File: src/rtl/relu_grad_gate_if.sv
// Stream bundle for the ReLU gradient gate: forward z, backward delta, gated output.
// The master side drives z/delta/out_ready; the gate is the slave.
interface relu_grad_gate_if #(
    parameter int dataWidth = 32
);
    logic                 fwd_valid;
    logic [dataWidth-1:0] fwd_z;
    logic                 fwd_ready;
    logic                 bwd_valid;
    logic [dataWidth-1:0] bwd_delta;
    logic                 bwd_ready;
    logic                 out_valid;
    logic [dataWidth-1:0] out_data;
    logic                 out_ready;

    modport master (
        output fwd_valid, fwd_z, bwd_valid, bwd_delta, out_ready,
        input  fwd_ready, bwd_ready, out_valid, out_data
    );

    modport slave (
        input  fwd_valid, fwd_z, bwd_valid, bwd_delta, out_ready,
        output fwd_ready, bwd_ready, out_valid, out_data
    );
endinterface

File: src/rtl/relu_grad_gate.sv
// ReLU backward gate: stores one "z > 0" bit per forward FP32 value in a FIFO and
// uses it to pass or zero the matching backward gradient through a 1-deep output register.
module relu_grad_gate #(
    parameter int dataWidth = 32,
    parameter int depth     = 64,
    parameter int cntWidth  = $clog2(depth) + 1
) (
    input  logic                clk,
    input  logic                rst,
    input  logic                flush,
    relu_grad_gate_if.slave     bus,
    output logic [cntWidth-1:0] mask_count,
    output logic                err_underrun
);
    localparam int PtrWidth = $clog2(depth);
    localparam int ExpMsb   = dataWidth - 2;
    localparam int ExpLsb   = dataWidth - 9;

    logic [depth-1:0]     r_mask_mem;
    logic [PtrWidth-1:0]  r_wr_ptr;
    logic [PtrWidth-1:0]  r_rd_ptr;
    logic [cntWidth-1:0]  r_count;
    logic                 r_out_valid;
    logic [dataWidth-1:0] r_out_data;
    logic                 r_err;

    logic w_sign;
    logic w_mag_nz;
    logic w_exp_ones;
    logic w_man_nz;
    logic w_is_nan;
    logic w_mask_in;
    logic w_head;
    logic w_empty;
    logic w_full;
    logic w_out_free;
    logic w_push;
    logic w_pop;
    logic w_underrun;

    // z > 0 without any FP arithmetic: positive sign, not +-0, not NaN (+inf passes)
    assign w_sign     = bus.fwd_z[dataWidth-1];
    assign w_mag_nz   = |bus.fwd_z[dataWidth-2:0];
    assign w_exp_ones = &bus.fwd_z[ExpMsb:ExpLsb];
    assign w_man_nz   = |bus.fwd_z[ExpLsb-1:0];
    assign w_is_nan   = w_exp_ones & w_man_nz;
    assign w_mask_in  = ~w_sign & w_mag_nz & ~w_is_nan;

    assign w_empty    = (r_count == '0);
    assign w_full     = (r_count == cntWidth'(depth));
    assign w_out_free = ~r_out_valid | bus.out_ready;

    // Full blocks pushes even when a pop frees a slot this cycle, keeping fwd_ready registered-only
    assign w_push     = bus.fwd_valid & ~w_full;
    assign w_pop      = bus.bwd_valid & ~w_empty & w_out_free;
    assign w_underrun = bus.bwd_valid & w_empty & w_out_free;
    assign w_head     = r_mask_mem[r_rd_ptr];

    assign bus.fwd_ready = ~w_full;
    assign bus.bwd_ready = ~w_empty & w_out_free;
    assign bus.out_valid = r_out_valid;
    assign bus.out_data  = r_out_data;
    assign mask_count    = r_count;
    assign err_underrun  = r_err;

    // Mask storage carries no reset; validity is tracked by the pointers and count
    always_ff @(posedge clk) begin
        if (w_push && !flush) begin
            r_mask_mem[r_wr_ptr] <= w_mask_in;
        end
    end

    always_ff @(posedge clk or negedge rst) begin
        if (!rst) begin
            r_wr_ptr <= '0;
            r_rd_ptr <= '0;
            r_count  <= '0;
        end else if (flush) begin
            r_wr_ptr <= '0;
            r_rd_ptr <= '0;
            r_count  <= '0;
        end else begin
            if (w_push) begin
                r_wr_ptr <= r_wr_ptr + PtrWidth'(1);
            end
            if (w_pop) begin
                r_rd_ptr <= r_rd_ptr + PtrWidth'(1);
            end
            case ({w_push, w_pop})
                2'b10:   r_count <= r_count + cntWidth'(1);
                2'b01:   r_count <= r_count - cntWidth'(1);
                default: r_count <= r_count;
            endcase
        end
    end

    always_ff @(posedge clk or negedge rst) begin
        if (!rst) begin
            r_out_valid <= 1'b0;
            r_out_data  <= '0;
            r_err       <= 1'b0;
        end else if (flush) begin
            r_out_valid <= 1'b0;
            r_out_data  <= '0;
            r_err       <= 1'b0;
        end else begin
            if (w_pop) begin
                r_out_valid <= 1'b1;
                r_out_data  <= w_head ? bus.bwd_delta : '0;
            end else if (bus.out_ready) begin
                r_out_valid <= 1'b0;
            end
            if (w_underrun) begin
                r_err <= 1'b1;
            end
        end
    end
endmodule

File: src/flat_wrapper.sv
// flat-port wrapper written by rule: the top's interface ports become plain ports
module relu_grad_gate_flat 
#(
    parameter int dataWidth = 32,
    parameter int depth     = 64,
    parameter int cntWidth  = $clog2(depth) + 1
)
  (clk, rst, flush, mask_count, err_underrun, bus_fwd_valid, bus_fwd_z, bus_bwd_valid, bus_bwd_delta, bus_out_ready, bus_fwd_ready, bus_bwd_ready, bus_out_valid, bus_out_data);
  relu_grad_gate_if #(.dataWidth(dataWidth)) bus_i ();
  input  logic clk;
  input  logic rst;
  input  logic flush;
  output logic [cntWidth-1:0] mask_count;
  output logic err_underrun;
  input wire logic [$bits(bus_i.fwd_valid)-1:0] bus_fwd_valid;
  input wire logic [$bits(bus_i.fwd_z)-1:0] bus_fwd_z;
  input wire logic [$bits(bus_i.bwd_valid)-1:0] bus_bwd_valid;
  input wire logic [$bits(bus_i.bwd_delta)-1:0] bus_bwd_delta;
  input wire logic [$bits(bus_i.out_ready)-1:0] bus_out_ready;
  output wire logic [$bits(bus_i.fwd_ready)-1:0] bus_fwd_ready;
  output wire logic [$bits(bus_i.bwd_ready)-1:0] bus_bwd_ready;
  output wire logic [$bits(bus_i.out_valid)-1:0] bus_out_valid;
  output wire logic [$bits(bus_i.out_data)-1:0] bus_out_data;
  assign bus_i.fwd_valid = bus_fwd_valid;
  assign bus_i.fwd_z = bus_fwd_z;
  assign bus_i.bwd_valid = bus_bwd_valid;
  assign bus_i.bwd_delta = bus_bwd_delta;
  assign bus_i.out_ready = bus_out_ready;
  assign bus_fwd_ready = bus_i.fwd_ready;
  assign bus_bwd_ready = bus_i.bwd_ready;
  assign bus_out_valid = bus_i.out_valid;
  assign bus_out_data = bus_i.out_data;
  relu_grad_gate #(.dataWidth(dataWidth), .depth(depth), .cntWidth(cntWidth)) u_core (.clk(clk), .rst(rst), .flush(flush), .bus(bus_i), .mask_count(mask_count), .err_underrun(err_underrun));
endmodule
File: config.mk
export PLATFORM = sky130hd
export DESIGN_NAME = relu_grad_gate_flat
export DESIGN_NICKNAME = d
export VERILOG_FILES = /design/src/rtl/relu_grad_gate_if.sv /design/src/rtl/relu_grad_gate.sv /design/src/flat_wrapper.sv
export SDC_FILE = /design/constraint.sdc
export NUM_CORES = 1
export LEC_CHECK = 0
export BUFFER_PORTS_ARGS = -buffer_cell sky130_fd_sc_hd__buf_2
export CAP_MARGIN = 10
export CELL_PAD_IN_SITES_DETAIL_PLACEMENT = 1
export CELL_PAD_IN_SITES_GLOBAL_PLACEMENT = 2
export CORE_ASPECT_RATIO = 1.5
export CORE_MARGIN = 2
export CORE_UTILIZATION = 38
export CTS_CLUSTER_SIZE = 16
export DETAILED_ROUTE_END_ITERATION = 8
export PLACE_DENSITY = 0.83
export SLEW_MARGIN = 10
export SYNTH_ARGS = -nofsm -noshare
export SYNTH_HDL_FRONTEND = slang
export SYNTH_SLANG_ARGS = --single-unit
File: constraint.sdc
create_clock -name clk -period 4.65 [get_ports clk]
set_input_delay 0.2325 -clock clk [delete_from_list [all_inputs] [get_ports clk]]
set_output_delay 0.2325 -clock clk [all_outputs]
set_load 0.02 [all_outputs]
* Yosys cells after proc, flatten, opt, wreduce, memory -nomap -nowiden *
Index checks and enable logic that the tools add are counted.

word-level totals
  input bits = 70
  flip-flop bits (word level) = 117

cells by class
  eq/ne operators = 3
  bitwise gates (word level) = 15
  reduce and logical (&&, ||, !) cells = 12
  mux-type cells = 19
  order comparisons = 3
  add/sub/neg operators = 4

operators with widths
  kind                   number
  $mux W32               3
  $bwmux W64             1
  $reduce_or A31 Y1      1
  $mux W6                4
  $reduce_or A23 Y1      1
  $lt A6 B7 Y1 const B   2
  $pmux W7 S2            1
  $add A6 B1 Y6 const B  2
  $and A1 B1 Y1          9
  $reduce_and A8 Y1      1
  $add A7 B1 Y7 const B  1
  $eq A7 B7 Y1 const B   1
  $logic_not A7 Y1       1
  $mux W1                7
  $mux W7                1
  $sub A7 B1 Y7 const B  1
  $bmux W1 S6            1
  $demux W1 S6           1
  $ge A6 B1 Y1 const B   1
  $reduce_bool A2 Y1     3
  $reduce_bool A3 Y1     2
  $not A1 Y1             5
  $eq A2 B1 Y1 const B   1
  $eq A2 B2 Y1 const B   1
  3 further kinds        4

* Logic depth before layout (Yosys ltp) *
  depth in word-level cells = 7
  gate-level depth with buffers = 14
  depth with buffers taken out = 11

* Worst setup path before layout *
No wires, ideal clock.

  kind = input -> register
  start point = in bus_fwd_z[10]
  end point = reg u_core.r_mask_mem[0], data pin
  data arrival time = 3.591 ns
  setup time = 0.764 ns
  buffers on the path = 0
  stages on the path = 5
  path slack = 0.294 ns
  cell sequence = nor4_1 > nand4_1 > nor2_1 > nor3_1 > a311oi_1

between the ends
  longest elaborated chain between the ends = 5
  elaborated cells between the ends (all ways) = 7
  those cells by class = mux (1); bitwise (4); reduce/logical (2)

RTL lines
  item                           RTL line              source
  start, declared                flat_wrapper.sv:16    input wire logic [$bits(bus_i.fwd_z)-1:0] bus_fwd_z;
  $reduce_or A23 Y1              relu_grad_gate.sv:45  assign w_man_nz = |bus.fwd_z[ExpLsb-1:0];
  $and A1 B1 Y1                  relu_grad_gate.sv:46  assign w_is_nan = w_exp_ones & w_man_nz;
  $not A1 Y1                     relu_grad_gate.sv:47  assign w_mask_in = ~w_sign & w_mag_nz & ~w_is_nan;
  $and A1 B1 Y1 *                relu_grad_gate.sv:47
  named net u_core.w_mask_in     relu_grad_gate.sv:32  logic w_mask_in;
  $bwmux W64 *                   relu_grad_gate.sv:69  r_mask_mem[r_wr_ptr] <= w_mask_in;
  end signal, assigned by index  relu_grad_gate.sv:69
  end, declared                  relu_grad_gate.sv:19  logic [depth-1:0] r_mask_mem;

The timed path passes the listed nets; every way through them passes the cells marked *.
A chain may end at the register's enable or synchronous reset.

* Worst setup path after layout *
  start point = reg u_core.r_count[0], in the netlist u_core.mask_count[0]
  end point = reg u_core.r_count[6], in the netlist u_core.mask_count[6]

between the ends
  longest elaborated chain between the ends = 7
  elaborated cells between the ends (all ways) = 14
  those cells by class = add/sub (2); eq/ne (3); mux (2); bitwise (5); reduce/logical (2)

RTL lines
  item                                                 RTL line              source
  start, declared                                      relu_grad_gate.sv:22  logic [cntWidth-1:0] r_count;
  start signal, assigned                               relu_grad_gate.sv:90  2'b10: r_count <= r_count + cntWidth'(1);
  start signal, assigned                               relu_grad_gate.sv:91  2'b01: r_count <= r_count - cntWidth'(1);
  start signal, assigned                               relu_grad_gate.sv:92  default: r_count <= r_count;
  $logic_not A7 Y1                                     relu_grad_gate.sv:49  assign w_empty = (r_count == '0);
  $not A1 Y1                                           relu_grad_gate.sv:55  assign w_pop = bus.bwd_valid & ~w_empty & w_out_free;
  $and A1 B1 Y1 (2 in series)                          relu_grad_gate.sv:55
  $eq A2 B1 Y1 / $eq A2 B2 Y1 (equally long branches)  relu_grad_gate.sv:89  case ({w_push, w_pop})
  $pmux W7 S2                                          relu_grad_gate.sv:89
  $mux W7                                              relu_grad_gate.sv:78  end else if (flush) begin

Parallel ways exist; a longest one is shown, timed or not.

==> impl_metrics.py <==
metrics = {
    "outcome": {
        "run_status": "finished clean",
    },
    "pwr": {
        "power-per-cell-area_mw_per_mm2": 495,
        "leakage_nw": 2.81,
        "power.total_w": 0.00366,
        "vdd.ir_drop.worst_v": 0.000225,
    },
    "finish": {
        "antenna_cells_inserted": 0,
        "post_route_cells_drive_above_1_share": 0.253,
        "area_growth_pct": 22.1,
        "final_core_utilization": 0.473,
        "num-nets-final": 743,
        "final_common_cell": "sky130_fd_sc_hd__buf_2",
        "layout.cells.non_filler": 884,
        "layout.cells.most_common_list": "sky130_fd_sc_hd__buf_2, sky130_fd_sc_hd__nor2_1, sky130_fd_sc_hd__nand2_1, sky130_fd_sc_hd__edfxtp_1, sky130_fd_sc_hd__dfrtp_1",
    },
    "timing": {
        "setup_tns_ps": 0,
        "fmax_ghz": 0.326,
        "max_slew.worst_pin.slew_ps": 1050,
        "timing.max_slew.rel_slack": 0.300,
        "setup_violation_total_in_the_final_timing_report": 0,
        "number_of_failing_hold_endpoints_at_the_final_stage": 0,
        "grt_setup_unrepaired": "false",
        "worst_clock_skew_ps": 10.3,
        "finalCritPeriodShare": 0.659,
        "fin_crit_ps": 3070,
        "maxSlewViolCount": 0,
    },
    "logic_synthesis": {
        "ys.warnings.count": 0,
        "post_synth.cell_area_avg_um2": 10.5,
        "synth-seq-cells": 117,
        "syn-instance-count": 576,
        "synth_ff_type": "sky130_fd_sc_hd__edfxtp_1",
        "synth.cell_area_mm2": 0.00605,
        "synth_async_sr_flop_share": 0.453,
        "syn-num-nets": 650,
        "synth_enable_flop_cells": 64,
        "post_synthesis_sequential_area_ratio": 0.536,
        "yosysUniqueCellTypes": 55,
    },
    "placement": {
        "hpwl_detailed_mm": 10.9,
        "routabilityCongestion": 0.799,
        "buffer_ports.inserted": 112,
        "place_inst": 852,
    },
    "clock_network": {
        "clock-root-buffer": "sky130_fd_sc_hd__clkbuf_16",
        "tritoncts": "done",
        "cts_inserted_buffers": 17,
        "cts_resized": 0,
        "clock_sinks": 117,
        "clock_insertion_delay_worst_skew_ps": 410,
        "cts-root-to-sink-buffers": 2,
        "cts.reportedPaths.clkPinSlew_ps": 60,
        "h_tree_levels": 4,
    },
    "worst_setup_path": {
        "worstSetupStartpointType": "flop",
        "worst-r2r-setup-slack_ps": 1580,
        "worstPathMaxFanout": 10,
        "path_delay_family": "simple AND/OR/NAND/NOR gates",
        "setup.worst_path.class": "flop to flop",
        "worst_reg2reg_path_endpoint": "u_core.mask_count[6]$_DFFE_PN0P_",
        "critPathArrivalTime_ps": 3390,
        "cp.required_ps": 4970,
        "crit_path_cell_trace": "or4_4, o211a_1, nand3_1, nand2_1, ha_1, or3_2, a21oi_1, mux2i_1, a21o_1, a31oi_1",
        "startpoint": "u_core.mask_count[0]$_DFFE_PN0P_",
        "crit_buf_inv": 0,
        "cp_num_cells": 10,
        "worst_path_max_delay_cell": "sky130_fd_sc_hd__or4_4",
        "critical_path.endpoint_type": "flop",
        "worst_path_largest_cell_delay_ps": 610,
        "r2r.worst_path.cells": 10,
        "worst_r2r_startpoint": "u_core.mask_count[0]$_DFFE_PN0P_",
        "cp-endpoint": "u_core.mask_count[6]$_DFFE_PN0P_",
    },
    "global_route": {
        "antenna_found_initial": 0,
        "grt_pass1_vias": 5366,
        "grt_start_max_net_pins": 65,
        "grt_pass1_wl_mm": 26.5,
        "globalRoute.totalOverflow": 0,
        "groute.usage.overall": 0.198,
    },
    "drt": {
        "routed-via-count": 5007,
        "drt_wl_total_mm": 16.1,
        "ant_nets": 0,
        "route.detailed.wl_per_inst_um": 18.3,
        "drtPass1Iterations": 4,
        "first_iter_violations": 250,
        "drc": 0,
        "vias_per_cell": 5.66,
    },
    "floorplanning": {
        "initial_core_util": 0.387,
        "floorplan.die.height_um": 159,
        "core_area_mm2": 0.0156,
        "count_of_boundary_i_o_pins": 113,
        "rows": 56,
        "die_area_mm2": 0.0170,
        "die_w_um": 107,
    },
    "min_path": {
        "hold_class": "primary input to flop",
        "holdPathStages": 3,
    },
    "flow_run": {
        "reported_max_cap_violation_count": 0,
    },
}
Yosys cell counts (2+ instances only):
master                      instances  area, µm²
sky130_fd_sc_hd__a21oi_1            7       35.0
sky130_fd_sc_hd__a22oi_1           16        120
sky130_fd_sc_hd__a311o_1            2       20.0
sky130_fd_sc_hd__a31oi_1            2       12.5
sky130_fd_sc_hd__and2_1             4       25.0
sky130_fd_sc_hd__and3_1             2       12.5
sky130_fd_sc_hd__buf_1              7       26.3
sky130_fd_sc_hd__buf_2              7       35.0
sky130_fd_sc_hd__buf_6              2       22.5
sky130_fd_sc_hd__clkbuf_1          31        116
sky130_fd_sc_hd__dfrtp_1           53       1330
sky130_fd_sc_hd__edfxtp_1          64       1920
sky130_fd_sc_hd__ha_1               4       50.1
sky130_fd_sc_hd__inv_1              5       18.8
sky130_fd_sc_hd__mux2_2             2       22.5
sky130_fd_sc_hd__mux2i_1           34        340
sky130_fd_sc_hd__nand2_1           64        240
sky130_fd_sc_hd__nand2b_1           3       18.8
sky130_fd_sc_hd__nand3_1           11       55.1
sky130_fd_sc_hd__nand3b_1          34        255
sky130_fd_sc_hd__nand4_1            8       50.1
sky130_fd_sc_hd__nor2_1            86        323
sky130_fd_sc_hd__nor2b_1            4       25.0
sky130_fd_sc_hd__nor3_1             4       20.0
sky130_fd_sc_hd__nor3_2             2       20.0
sky130_fd_sc_hd__nor4_1            10       62.6
sky130_fd_sc_hd__o2111ai_1         32        280
sky130_fd_sc_hd__o211ai_1          33        248
sky130_fd_sc_hd__o21ai_0            3       15.0
sky130_fd_sc_hd__o22ai_1            3       18.8
sky130_fd_sc_hd__or2_2              2       12.5
sky130_fd_sc_hd__or3_1              4       25.0
sky130_fd_sc_hd__xnor2_1            4       35.0
sky130_fd_sc_hd__xor2_1             6       52.6
registers in the layout (all words and copies together), names as in the netlist:
signal / count
u_core.bus.out_data: 32
u_core.bus.out_valid: 1
u_core.err_underrun: 1
u_core.mask_count: 7
u_core.r_mask_mem: 64
u_core.r_rd_ptr: 6
u_core.r_wr_ptr: 6
layout make-up:
class                           count  area (µm²)
Fill cell                        1758        8230
Sequential cell                   117        3250
Multi-Input combinational cell    405        2610
Timing Repair Buffer              122         638
Clock buffer                       23         520
Tap cell                          203         254
Clock inverter                      8        92.6
Inverter                            6        27.5
layer usage:
| metal | GRT usage | share of wire | up-vias | routed length [µm] |
|---|---|---|---|---|
| met2 | 0.383 | 0.55 | 122 | 8880 |
| met4 | 0.0816 | 0.024 | 0 | 392 |
| li1 | - | - | 2343 | - |
| met3 | 0.0323 | 0.037 | 22 | 599 |
| met5 | 0 | 0 | - | 0 |
| met1 | 0.210 | 0.39 | 2520 | 6270 |
tightest hold or removal path: cells and delay by family:
| kind | cells | cell delay (ps) |
|---|---|---|
| buffers and inverters | 1 | 100 |
| AO/OA/AOI/OAI | 1 | 80 |
| AND/OR/NAND/NOR | 1 | 70 |
power by group:
part	total, W	internal (W)	switching, W
combinational	0.00102	0.000371	0.000645
clock	0.00133	0.000887	0.000446
sequential	0.00131	0.00119	0.000122
total	0.00366	0.00244	0.00121
stage by stage:
stage               instance area [µm²]  setup slack (ps)  hold WS (ps)
detailed placement                 6770              1610           433
global placement                   6770              1680           418
CTS                                7390              1590           107
finish                             7390              1580           117
global route                       7390              1430           132
floorplan                          6050               294         -63.1
worst min path at each step:
stage	from	end	slack (ps)
floorplan	rst	u_core.bus.out_data[0]$_DFFE_PN0P_	-60
finish	bus_bwd_delta[24]	u_core.bus.out_data[24]$_DFFE_PN0P_	120
CTS	bus_bwd_delta[24]	u_core.bus.out_data[24]$_DFFE_PN0P_	110
global placement	rst	u_core.bus.out_data[7]$_DFFE_PN0P_	420
detailed placement	rst	u_core.bus.out_data[7]$_DFFE_PN0P_	430
global route	bus_bwd_delta[27]	u_core.bus.out_data[27]$_DFFE_PN0P_	130
cell families after synthesis:
| kind of cell | count (synthesis) | synth area share |
|---|---|---|
| flip-flops | 117 | 0.536 |
| buffers and inverters | 54 | 0.0389 |
| AO/OA/AOI/OAI | 110 | 0.141 |
| multiplexers | 36 | 0.0599 |
| XOR/XNOR | 10 | 0.0145 |
| adder cells (fa/ha/maj) | 4 | 0.00827 |
| AND/OR/NAND/NOR | 245 | 0.201 |
what timing repair did:
item,CTS,global route
hold endpoints to repair,5,0
hold buffers,1,0
setup buffers,0,0
Power figures use the tool's default switching activity.
